`src/rtl/lsu.sv`:
```
// ============================================================================
// Module   : lsu
// Purpose  : Load/store unit driving the core's DMEM port. It aligns and
//            extends load data and handles the 1-cycle synchronous read latency.
// Revision : 1.0 - initial release
// ============================================================================
`default_nettype none

module lsu #(
  parameter int unsigned MEM_SIZE = 512
) (
  input  logic        clk,
  input  logic        rst,
  input  logic        lsu_req,
  input  logic        lsu_we,
  input  logic [2:0]  lsu_size,
  input  logic [31:0] lsu_addr,
  input  logic [31:0] lsu_wdata,
  output logic [31:0] lsu_rdata,
  output logic        lsu_stall,
  output logic        lsu_valid,
  output logic        lsu_err,
  output logic        dmem_req,
  output logic        dmem_we,
  output logic [3:0]  dmem_be,
  output logic [31:0] dmem_addr,
  output logic [31:0] dmem_wdata,
  input  logic [31:0] dmem_rdata
);

  typedef enum logic [0:0] {
    IDLE = 1'b0,
    RESP = 1'b1
  } state_t;

  localparam logic [31:0] C_MEM_LIMIT = 32'(MEM_SIZE);

  state_t      r_state;
  logic [1:0]  r_off;
  logic [2:0]  r_size;
  logic [31:0] r_rdata;

  logic        w_illegal;
  logic        w_accept;
  logic [31:0] w_ext;
  logic [7:0]  w_byte;
  logic [15:0] w_half;

  always_comb begin
    w_illegal = 1'b0;
    unique case (lsu_size)
      3'b000:  w_illegal = 1'b0;
      3'b001:  w_illegal = lsu_addr[0];
      3'b010:  w_illegal = (lsu_addr[1:0] != 2'b00);
      3'b100:  w_illegal = lsu_we;
      3'b101:  w_illegal = lsu_we | lsu_addr[0];
      default: w_illegal = 1'b1;
    endcase
    if (lsu_addr >= C_MEM_LIMIT) begin
      w_illegal = 1'b1;
    end
  end

  assign w_accept = !rst && (r_state == IDLE) && lsu_req;

  always_comb begin
    dmem_req   = 1'b0;
    dmem_we    = 1'b0;
    dmem_be    = 4'b0000;
    dmem_wdata = 32'h0;
    lsu_err    = 1'b0;
    lsu_stall  = 1'b0;
    dmem_addr  = {lsu_addr[31:2], 2'b00};
    if (w_accept) begin
      if (w_illegal) begin
        lsu_err = 1'b1;
      end else if (lsu_we) begin
        dmem_req = 1'b1;
        dmem_we  = 1'b1;
        unique case (lsu_size[1:0])
          2'b00: begin
            dmem_be    = 4'b0001 << lsu_addr[1:0];
            dmem_wdata = {4{lsu_wdata[7:0]}};
          end
          2'b01: begin
            dmem_be    = 4'b0011 << lsu_addr[1:0];
            dmem_wdata = {2{lsu_wdata[15:0]}};
          end
          default: begin
            dmem_be    = 4'b1111;
            dmem_wdata = lsu_wdata;
          end
        endcase
      end else begin
        dmem_req  = 1'b1;
        dmem_be   = 4'b1111;
        lsu_stall = 1'b1;
      end
    end
  end

  // Lane selection uses the offset/size captured when the load issued.
  always_comb begin
    w_byte = dmem_rdata[{r_off, 3'b000} +: 8];
    w_half = r_off[1] ? dmem_rdata[31:16] : dmem_rdata[15:0];
    unique case (r_size[1:0])
      2'b00:   w_ext = {{24{w_byte[7] & ~r_size[2]}}, w_byte};
      2'b01:   w_ext = {{16{w_half[15] & ~r_size[2]}}, w_half};
      default: w_ext = dmem_rdata;
    endcase
  end

  assign lsu_valid = !rst && (r_state == RESP);
  assign lsu_rdata = lsu_valid ? w_ext : r_rdata;

  always_ff @(posedge clk) begin
    if (rst) begin
      r_state <= IDLE;
      r_rdata <= 32'h0;
      r_off   <= 2'b00;
      r_size  <= 3'b000;
    end else begin
      unique case (r_state)
        IDLE: begin
          if (lsu_stall) begin
            r_off   <= lsu_addr[1:0];
            r_size  <= lsu_size;
            r_state <= RESP;
          end
        end
        RESP: begin
          r_rdata <= w_ext;
          r_state <= IDLE;
        end
        default: r_state <= IDLE;
      endcase
    end
  end

endmodule

`default_nettype wire
```
`config.mk`:
```
export PLATFORM = sky130hd
export DESIGN_NAME = lsu
export DESIGN_NICKNAME = d
export VERILOG_FILES = /design/src/rtl/lsu.sv
export SDC_FILE = /design/constraint.sdc
export NUM_CORES = 1
export LEC_CHECK = 0
export ABC_CLOCK_PERIOD_IN_PS = 3390
export CAP_MARGIN = 10
export CELL_PAD_IN_SITES_DETAIL_PLACEMENT = 0
export CELL_PAD_IN_SITES_GLOBAL_PLACEMENT = 1
export CORE_AREA = 5 5 103 105
export CTS_CLUSTER_SIZE = 10
export DETAILED_ROUTE_END_ITERATION = 7
export DIE_AREA = 0 0 108 110
export DONT_BUFFER_PORTS = 1
export PLACE_DENSITY_LB_ADDON = 0.1
export SYNTH_ARGS = -nofsm -noshare
export SYNTH_HDL_FRONTEND = slang
export SYNTH_SLANG_ARGS = --single-unit
```
`constraint.sdc`:
```
create_clock -name clk -period 3.39 [get_ports clk]
set_input_delay 0.678 -clock clk [delete_from_list [all_inputs] [get_ports clk]]
set_output_delay 0.678 -clock clk [all_outputs]
set_load 0.02 [all_outputs]
```
# After elaboration in Yosys (flattened, before gate mapping)

Index checks and enable logic that the tools add are counted.

Bits in registers: 38
Word-level logic and storage cells: 53

Muxes and demuxes: 25
Equal/unequal tests: 6
Shifts and indexed selects: 3
Bitwise logic cells: 5
$lt $le $gt $ge: 1
Reduce and logical (&&, ||, !) cells: 9

Operators by type and width:

| cell                   | number |
|---|---|
| $mux W32               | 4 |
| $pmux W32 S2           | 2 |
| $ge A32 B10 Y1 const B | 1 |
| $shiftx A32 B6 Y8      | 1 |
| $mux W16               | 1 |
| $mux W1                | 12 |
| $mux W4                | 3 |
| $pmux W4 S2            | 1 |
| $eq A3 B3 Y1 const B   | 2 |
| $pmux W1 S5            | 1 |
| $eq A2 B1 Y1 const B   | 2 |
| $logic_not A2 Y1       | 2 |
| $shl A1 B2 Y4 const A  | 1 |
| $shl A2 B2 Y4 const A  | 1 |
| $eq A3 B1 Y1 const B   | 1 |
| $eq A3 B2 Y1 const B   | 1 |
| $logic_and A1 B1 Y1    | 3 |
| $logic_not A3 Y1       | 1 |
| $and A1 B1 Y1          | 2 |
| $not A1 Y1             | 2 |
| $pmux W1 S2            | 1 |
| $reduce_and A2 Y1      | 1 |
| $reduce_bool A2 Y1     | 1 |
| $logic_not A1 Y1       | 1 |
| $or A1 B1 Y1           | 1 |

# Logic depth before layout (Yosys ltp)

Gate-level depths: netlist (run 1).

Word-level depth: 7
Depth in mapped cells: 7

# Worst setup path after synthesis (run 1)

No wires, ideal clock.

Kind: input to output
From: input lsu_addr[28]
To: output dmem_wdata[3]
Required time: 2.712 ns
Arrival: 2.033 ns
Path slack: 0.679 ns
Stages: 6
Cells stage by stage: nor4_1 and4_1 buf_2 nand4b_4 buf_2 nor3_1

Longest elaborated chain between the ends: 4

RTL lines:

| what               | RTL line | source |
|---|---|---|
| start: declaration | 17       | `input logic [31:0] lsu_addr,` |
| $ge A32 B10 Y1     | 59       | `if (lsu_addr >= C_MEM_LIMIT) begin` |
| $mux W1            | 59       |  |
| $mux W32           | 75       | `if (w_illegal) begin` |
| $mux W32           | 74       | `if (w_accept) begin` |
| end: declaration   | 27       | `output logic [31:0] dmem_wdata,` |

No other way between the ends.

# Worst setup path after layout (run 1)

From: register r_size[0]
To: output lsu_rdata[3]

Longest elaborated chain between the ends: 3
Elaborated cells on any way between the ends: 4
Classes of those cells: eq/ne (1); mux (2); reduce/logical (1)

RTL lines:

| what                                             | RTL line | source |
|---|---|---|
| start: declaration                               | 40       | `logic [2:0] r_size;` |
| start signal: assignment                         | 127      | `r_size <= lsu_size;` |
| $eq A2 B1 Y1 or $logic_not A2 Y1 (tied branches) | 106      | `unique case (r_size[1:0])` |
| $pmux W32 S2 (*)                                 | 106      |  |
| $mux W32 (*)                                     | 114      | `assign lsu_rdata = lsu_valid ? w_ext : r_rdata;` |
| end: declaration                                 | 19       | `output logic [31:0] lsu_rdata,` |

Every way passes the cells marked *; elsewhere a longest branch is shown, timed or not.

==> results.json, run 1 <==
{
  "cp_cell_sequence": "nand2b_1, mux2_2, o221ai_1, nand2_1, buf_4",
  "dominant_combinational_cell_family_by_area_after_synthesis": "simple AND/OR/NAND/NOR gates",
  "synth_edf_count": 0,
  "io_pins": 208,
  "detail_route.wirelength_um": 10100,
  "number_of_global_route_vias_before_repair": 2868,
  "detail_route.drc_violations": 0,
  "num_antenna_cells": 0,
  "cts_resized": 0,
  "critPathArrivalTime_ns": 2.22,
  "worstSetupPathType": "reg2out",
  "die_height_um": 110,
  "end_of_the_worst_register_to_register_path": "r_rdata[4]$_SDFFE_PP0P_",
  "cpPeakStageDelay_ns": 0.60,
  "die_width_um": 108,
  "slowest_stage": "sky130_fd_sc_hd__dfxtp_1",
  "post_synth_fa_ha_maj_area_fraction_pct": 0,
  "max-clock-path-buffers": 2,
  "cts_tree": "built",
  "areaGrowthSynthToFinish_pct": 2.32,
  "layout.cells.non_filler": 550,
  "yosys.area_share.xor_xnor_pct": 0,
  "post_synthesis_cell_count": 446,
  "grt_setup_unrepaired": "false",
  "setup-tns-final_ns": 0,
  "timing.reg2reg.setup_slack_ns": 1.52,
  "cts_root_buffer": "sky130_fd_sc_hd__clkbuf_8",
  "finalHoldViolations": 0,
  "max-vdd-ir-drop_uv": 109,
  "grt_antenna_before_repair": 0,
  "yosys_register_bits": 38,
  "start_util_pct": 34.4,
  "holdBufCountCts": 0,
  "core_area_um2": 9550,
  "startpoint_type": "register",
  "timing.critical_path.max_delay_family": "flip-flops",
  "synth-seq-area-share_pct": 23.2,
  "via_cell_ratio": 5.34,
  "die_area_um2": 11900,
  "routed_wire_length_per_instance_um": 18.3,
  "endpoint_kind": "output pin",
  "timing.max_cap.violations": 0,
  "grt-ovfl-total": 0,
  "drt-pass1-iter-count": 4,
  "slew_headroom_pct": 58.6,
  "avgSynthCellArea_um2": 7.36,
  "layout-drive-gt1-share_pct": 17.5,
  "hp-start": "r_rdata[0]$_SDFFE_PP0P_",
  "tritoncts.num_buffers": 5,
  "place.gp.congestion": 0.757,
  "post_synth_and_or_nand_nor_area_fraction_pct": 24.6,
  "worstHoldEndpoint": "r_rdata[0]$_SDFFE_PP0P_",
  "number_of_max_slew_violations_in_the_final_report": 0,
  "final_design_area_no_fill_um2": 3360,
  "share_of_the_clock_period_used_by_the_worst_path_after_layout_pct": 85.5,
  "max_clock_freq_ghz": 0.345,
  "place_ws_ns": 0.521,
  "place_inst": 543,
  "path_max_fanout": 14,
  "placement_rows": 36,
  "min_delay_path_depth": 2,
  "timing.final.setup_violations": 0,
  "yosys_warnings": 0,
  "synth_mux_area_share_pct": 12.6,
  "critical_path.reg2reg.startpoint": "r_size[0]$_SDFFE_PP0P_",
  "min_path_type": "reg2reg",
  "async_flop_share_pct": 0,
  "cts.htree.levels": 2,
  "post_cts_buffers": 0,
  "clk_pin_slew_worst_paths_ns": 0.08,
  "dpl_wire_length_um": 7870,
  "drt.antenna.violating_nets": 0,
  "clk-insertion-delay-late_ns": 0.30,
  "detailroute.via_count": 2938,
  "static_power_due_to_leakage_nw": 1.45,
  "grt_use_total_pct": 16.4,
  "drt-initial-drc-count": 166,
  "powerDensity_nw_per_um2": 247,
  "placed_cell_area_um2": 3280,
  "clock_sink_count": 38,
  "synth.distinct_cells": 41,
  "synth_compound_gate_area_share_pct": 24.0,
  "mappedNetlistArea_um2": 3280,
  "final_critical_path_setup_slack_ns": 0.491,
  "finClkSkew_ns": 0.00778,
  "required_ns": 2.71,
  "worst_r2r_path_depth": 4,
  "io_buffers": 0,
  "timing_worst_slew_pin_value_ns": 0.620,
  "grt_max_degree": 41,
  "synthFlopType": "sky130_fd_sc_hd__dfxtp_1",
  "minimum_clock_period_after_layout_ns": 2.90,
  "grt_first_pass_wirelength_um": 15400,
  "outcome": "completed",
  "timing.critical_path.buf_inv": 1,
  "design.final.nets": 520
}
[how the worst max path moves through the flow]
stage,cells after the start,end,startpoint
after floorplan,6,dmem_wdata[3],lsu_addr[28]
after detailed placement,4,dmem_wdata[29],lsu_addr[28]
after global placement,4,dmem_wdata[27],lsu_addr[22]
after global routing,4,lsu_rdata[4],r_size[0]$_SDFFE_PP0P_
after CTS,5,lsu_rdata[3],r_size[0]$_SDFFE_PP0P_
final,5,lsu_rdata[3],r_size[0]$_SDFFE_PP0P_
[synthesized netlist by cell type, types with 5 or more instances]
cell                       instances  area [um2]
sky130_fd_sc_hd__a21o_1           16         120
sky130_fd_sc_hd__a21oi_1          20         100
sky130_fd_sc_hd__a221oi_2          8         120
sky130_fd_sc_hd__a311oi_1         16         140
sky130_fd_sc_hd__a31oi_1          17         106
sky130_fd_sc_hd__buf_2            16        80.1
sky130_fd_sc_hd__buf_4            33         248
sky130_fd_sc_hd__clkbuf_1         16        60.1
sky130_fd_sc_hd__dfxtp_1          38         761
sky130_fd_sc_hd__inv_1            21        78.8
sky130_fd_sc_hd__mux2_2           16         180
sky130_fd_sc_hd__mux2i_1          21         210
sky130_fd_sc_hd__nand2_1          65         244
sky130_fd_sc_hd__nand2b_1         19         119
sky130_fd_sc_hd__nor2_1           65         244
sky130_fd_sc_hd__nor3_1            9        45.0
sky130_fd_sc_hd__nor4_1            5        31.3
sky130_fd_sc_hd__o21ai_0          11        55.1
sky130_fd_sc_hd__o221ai_1          7        61.3
[flip-flops by register name, indices dropped and copies added, names as in the netlist]
signal   cells
r_rdata     32
r_state      1
r_size       3
r_off        2
[per-stage QoR]
stage / utilization, % / power, W / hold WS (ns)
after CTS: 35.2 / 0.000846 / 0.430
after floorplan: - / 0.000592 / 0.423
after global placement: 34.4 / 0.000536 / 0.430
final: 35.2 / 0.000830 / 0.446
after global routing: 35.2 / 0.000877 / 0.428
after detailed placement: 34.4 / 0.000536 / 0.435
[power breakdown]
group	total, W	internal (W)	switching, W
registers	0.000446	0.000446	0.00000000000294
clock network	0.000304	0.000138	0.000166
logic	0.0000796	0.0000363	0.0000433
[tightest hold or removal path: stages, from the launching register on]
cell and delay [ns]:
sky130_fd_sc_hd__dfxtp_1 0.32, sky130_fd_sc_hd__nand2_1 0.05, sky130_fd_sc_hd__nand2_1 0.04
[final cells by class]
cell class / instances / area (um2)
clock buffers: 5 / 68.8
clock inverters: 2 / 10.0
fillers: 1047 / 6190
inverters: 22 / 82.6
multi-input cells: 318 / 2020
flip-flops and latches: 38 / 761
well taps: 133 / 166
repair buffers: 32 / 253
[cells in the final DEF, fill, tap and decap left out, types with 2 or more instances in the layout]
cell / netlist / routed
sky130_fd_sc_hd__a21oi_1: 20 / 20
sky130_fd_sc_hd__nor3_1: 9 / 9
sky130_fd_sc_hd__mux2_2: 16 / 16
sky130_fd_sc_hd__conb_1: 1 / 2
sky130_fd_sc_hd__nand2_1: 65 / 65
sky130_fd_sc_hd__o21a_1: 2 / 2
sky130_fd_sc_hd__buf_4: 33 / 31
sky130_fd_sc_hd__clkbuf_8: 0 / 5
sky130_fd_sc_hd__mux2i_1: 21 / 21
sky130_fd_sc_hd__and4_1: 3 / 3
sky130_fd_sc_hd__o21ai_0: 11 / 11
sky130_fd_sc_hd__nor2_1: 65 / 65
sky130_fd_sc_hd__nor4_1: 5 / 5
sky130_fd_sc_hd__nand2b_1: 19 / 19
sky130_fd_sc_hd__a21o_1: 16 / 16
sky130_fd_sc_hd__inv_1: 21 / 21
sky130_fd_sc_hd__a31oi_1: 17 / 17
sky130_fd_sc_hd__dfxtp_1: 38 / 38
sky130_fd_sc_hd__a221oi_2: 8 / 8
sky130_fd_sc_hd__a311oi_1: 16 / 16
sky130_fd_sc_hd__o221ai_1: 7 / 7
sky130_fd_sc_hd__clkinv_2: 0 / 2
[routing by layer]
| layer | routed length (um) | up-vias | GRT usage [%] |
|---|---|---|---|
| met4 | 193 | 0 | 5.05 |
| met3 | 913 | 12 | 4.60 |
| met5 | 0 | - | 0 |
| met2 | 4800 | 146 | 28.2 |
| met1 | 4170 | 1324 | 20.1 |
| li1 | - | 1456 | - |
[cell families (layout without fill, tap and decap cells)]
kind of cell / count (synthesis) / after routing
and+or+nand+nor: 174 / 174
buffers and inverters: 91 / 61
AOI/OAI and AO/OA: 104 / 104
muxes: 38 / 38
other: 1 / 2
DFF: 38 / 38
Note: power is estimated with default switching activity, not from simulation.
==> inputs of run 2 (changes only) <==
==> config.mk (replaced) <==
export PLATFORM = sky130hd
export DESIGN_NAME = lsu
export DESIGN_NICKNAME = d
export VERILOG_FILES = /design/src/rtl/lsu.sv
export SDC_FILE = /design/constraint.sdc
export NUM_CORES = 1
export LEC_CHECK = 0
export ABC_CLOCK_PERIOD_IN_PS = 3390
export CORE_AREA = 2 2 100 102
export CTS_CLUSTER_SIZE = 10
export DETAILED_ROUTE_END_ITERATION = 7
export DIE_AREA = 0 0 102 104
export DONT_BUFFER_PORTS = 1
export SYNTH_ARGS = -nofsm -noshare
export SYNTH_HDL_FRONTEND = slang
export SYNTH_SLANG_ARGS = --single-unit
==> run 2 against run 1 <==
  * Non-clock buffer count stayed put
  * Clock skew is 0.0017 ns lower
  * Combinational power hardly changed
  * Sequential cell count stayed put
  * Final area is 0.11% higher
  * First-iteration DRC count is 39% higher
  * Clock-buffer cell count is 1 higher
  * Critical path type unchanged
  * Critical endpoint is now lsu_rdata[7]
  * Highest routed layer unchanged
==> results.json, run 2 (synthesis results as in run 1) <==
{
  "outcome": "completed",
  "clk_pin_slew_worst_paths_ns": 0.08,
  "detail_route.drc_violations": 0,
  "share_of_the_clock_period_used_by_the_worst_path_after_layout_pct": 85.3,
  "share_comb_of_total_power_pct": 9.3,
  "grt_max_degree": 41,
  "io_pins": 208,
  "regMostFlops": "r_rdata",
  "endpoint_kind": "output pin",
  "slowest_stage": "sky130_fd_sc_hd__mux4_2",
  "largest_register_ff_count": 32,
  "min_path_type": "reg2reg",
  "cp_cell_sequence": "buf_4, mux4_2, o311ai_0, nand2_1",
  "max-vdd-ir-drop_uv": 132,
  "required_ns": 2.71,
  "design.final.nets": 520,
  "switching_power_w": 0.000215,
  "drt-initial-drc-count": 230,
  "die_area_um2": 10600,
  "swShare_pct": 25.0,
  "grt_antenna_before_repair": 0,
  "areaGrowthSynthToFinish_pct": 2.44,
  "number_of_max_slew_violations_in_the_final_report": 0,
  "cts_tree": "built",
  "cts_resized": 0,
  "timing_worst_slew_pin_value_ns": 1.05,
  "clock_sink_count": 38,
  "p_int_w": 0.000645,
  "cts_root_buffer": "sky130_fd_sc_hd__clkbuf_8",
  "timing.final.setup_violations": 0,
  "core_area_um2": 9550,
  "drt.antenna.violating_nets": 0,
  "grt_first_pass_wirelength_um": 14500,
  "detailroute.via_count": 3046,
  "pwr-share-clk_pct": 38.9,
  "grt-ovfl-total": 0,
  "static_power_due_to_leakage_nw": 1.46,
  "finClkSkew_ns": 0.00605,
  "fin_hold_ws_ns": 0.445,
  "sequentialPowerShare_pct": 51.9,
  "routed_wire_length_per_instance_um": 17.4,
  "path_max_fanout": 20,
  "placement_rows": 36,
  "holdBufCountCts": 0,
  "powerDensity_nw_per_um2": 255,
  "num_antenna_cells": 0,
  "number_of_global_route_vias_before_repair": 2703,
  "layout-drive-gt1-share_pct": 17.7,
  "die_height_um": 104,
  "top_regs": "r_rdata (32), r_size (3), r_off (2)",
  "dpl_wire_length_um": 7420,
  "place.gp.congestion": 0.860,
  "cpPeakStageDelay_ns": 0.58,
  "worstSetupPathType": "reg2out",
  "critPathArrivalTime_ns": 2.21,
  "timing.max_cap.violations": 0,
  "layout_common_cells": "sky130_fd_sc_hd__nor2_1 (65), sky130_fd_sc_hd__nand2_1 (65), sky130_fd_sc_hd__dfxtp_1 (38)",
  "fillerInstances": 1049,
  "slew_headroom_pct": 29.7,
  "die_width_um": 102,
  "post_cts_buffers": 0,
  "sequential_cell_area_um2": 761,
  "cts.htree.levels": 2,
  "setup-tns-final_ns": 0,
  "startpoint_type": "register",
  "detail_route.wirelength_um": 9570,
  "finalHoldViolations": 0,
  "tritoncts.num_buffers": 5,
  "grt_setup_unrepaired": "false",
  "clk-insertion-delay-late_ns": 0.30,
  "max-clock-path-buffers": 2,
  "max_clock_freq_ghz": 0.346,
  "grt_use_total_pct": 17.0,
  "multiInputGateArea_um2": 2020,
  "start_util_pct": 34.4,
  "minimum_clock_period_after_layout_ns": 2.89,
  "drt-pass1-iter-count": 6,
  "via_cell_ratio": 5.53,
  "io_buffers": 0
}
[run 2: changes by cell type in the layout (fill, tap and decap cells not counted)]
cell | previous run | this run
sky130_fd_sc_hd__buf_12 | 1 | 0
sky130_fd_sc_hd__buf_4 | 31 | 32
sky130_fd_sc_hd__clkbuf_8 | 5 | 6
sky130_fd_sc_hd__clkinv_2 | 2 | 1
sky130_fd_sc_hd__clkinvlp_4 | 0 | 1
[run 2: through the flow]
stage | power [W] | worst slack [ns] | util (%) | instances | area, um2
after floorplan | 0.000592 | 0.679 | - | 447 | 3290
after global placement | 0.000534 | 0.529 | 34.2 | 543 | 3270
after detailed placement | 0.000536 | 0.523 | 34.2 | 543 | 3270
after CTS | 0.000873 | 0.462 | 35.2 | 551 | 3360
after global routing | 0.000900 | 0.372 | 35.2 | 551 | 3360
final | 0.000860 | 0.499 | 35.2 | 551 | 3360
[run 2: per-layer routing]
metal  up-vias  part of all wire, %  track usage, %
met5         -                    0               0
met4         0                  2.8            6.10
met2       162                   47            26.7
met3        25                  9.6            4.17
met1      1398                   41            22.5
li1       1461                    -               -
[run 2: worst paths after layout]
check             slack [ns]                      end               startpoint  depth (start not counted)
setup reg to reg        1.48  r_rdata[8]$_SDFFE_PP0P_    r_off[1]$_SDFFE_PP0P_                          5
hold reg to reg         0.45  r_rdata[7]$_SDFFE_PP0P_  r_rdata[7]$_SDFFE_PP0P_                          2
setup / recovery        0.50             lsu_rdata[7]    r_off[1]$_SDFFE_PP0P_                          4
hold / removal          0.45  r_rdata[7]$_SDFFE_PP0P_  r_rdata[7]$_SDFFE_PP0P_                          2
[run 2: layout make-up]
| cell class | count | area share [%] |
|---|---|---|
| clock buffer | 6 | 2.45 |
| timing repair buffer | 32 | 7.14 |
| tap | 133 | 4.95 |
| inverter | 22 | 2.45 |
| sequential | 38 | 22.6 |
| multi-input combinational | 318 | 60.0 |
| clock inverter | 2 | 0.372 |
[run 2: critical path: cells and delay by family, from the launching register on]
family	cells	cell delay, ns
compound gates	1	0.45
mux	1	0.58
flops	1	0.34
buf+inv	1	0.25
simple gates	1	0.30
[run 2: power groups by stage]
| stage | Clock, W | Combinational, W | Sequential [W] |
|---|---|---|---|
| 2_1_floorplan | 0 | 0.000135 | 0.000456 |
| 3_3_place_gp | 0 | 0.0000779 | 0.000456 |
| 3_5_place_dp | 0 | 0.0000796 | 0.000456 |
| 4_1_cts | 0.000347 | 0.0000800 | 0.000446 |
| 5_1_grt | 0.000365 | 0.0000883 | 0.000446 |
| 6_report | 0.000334 | 0.0000796 | 0.000446 |
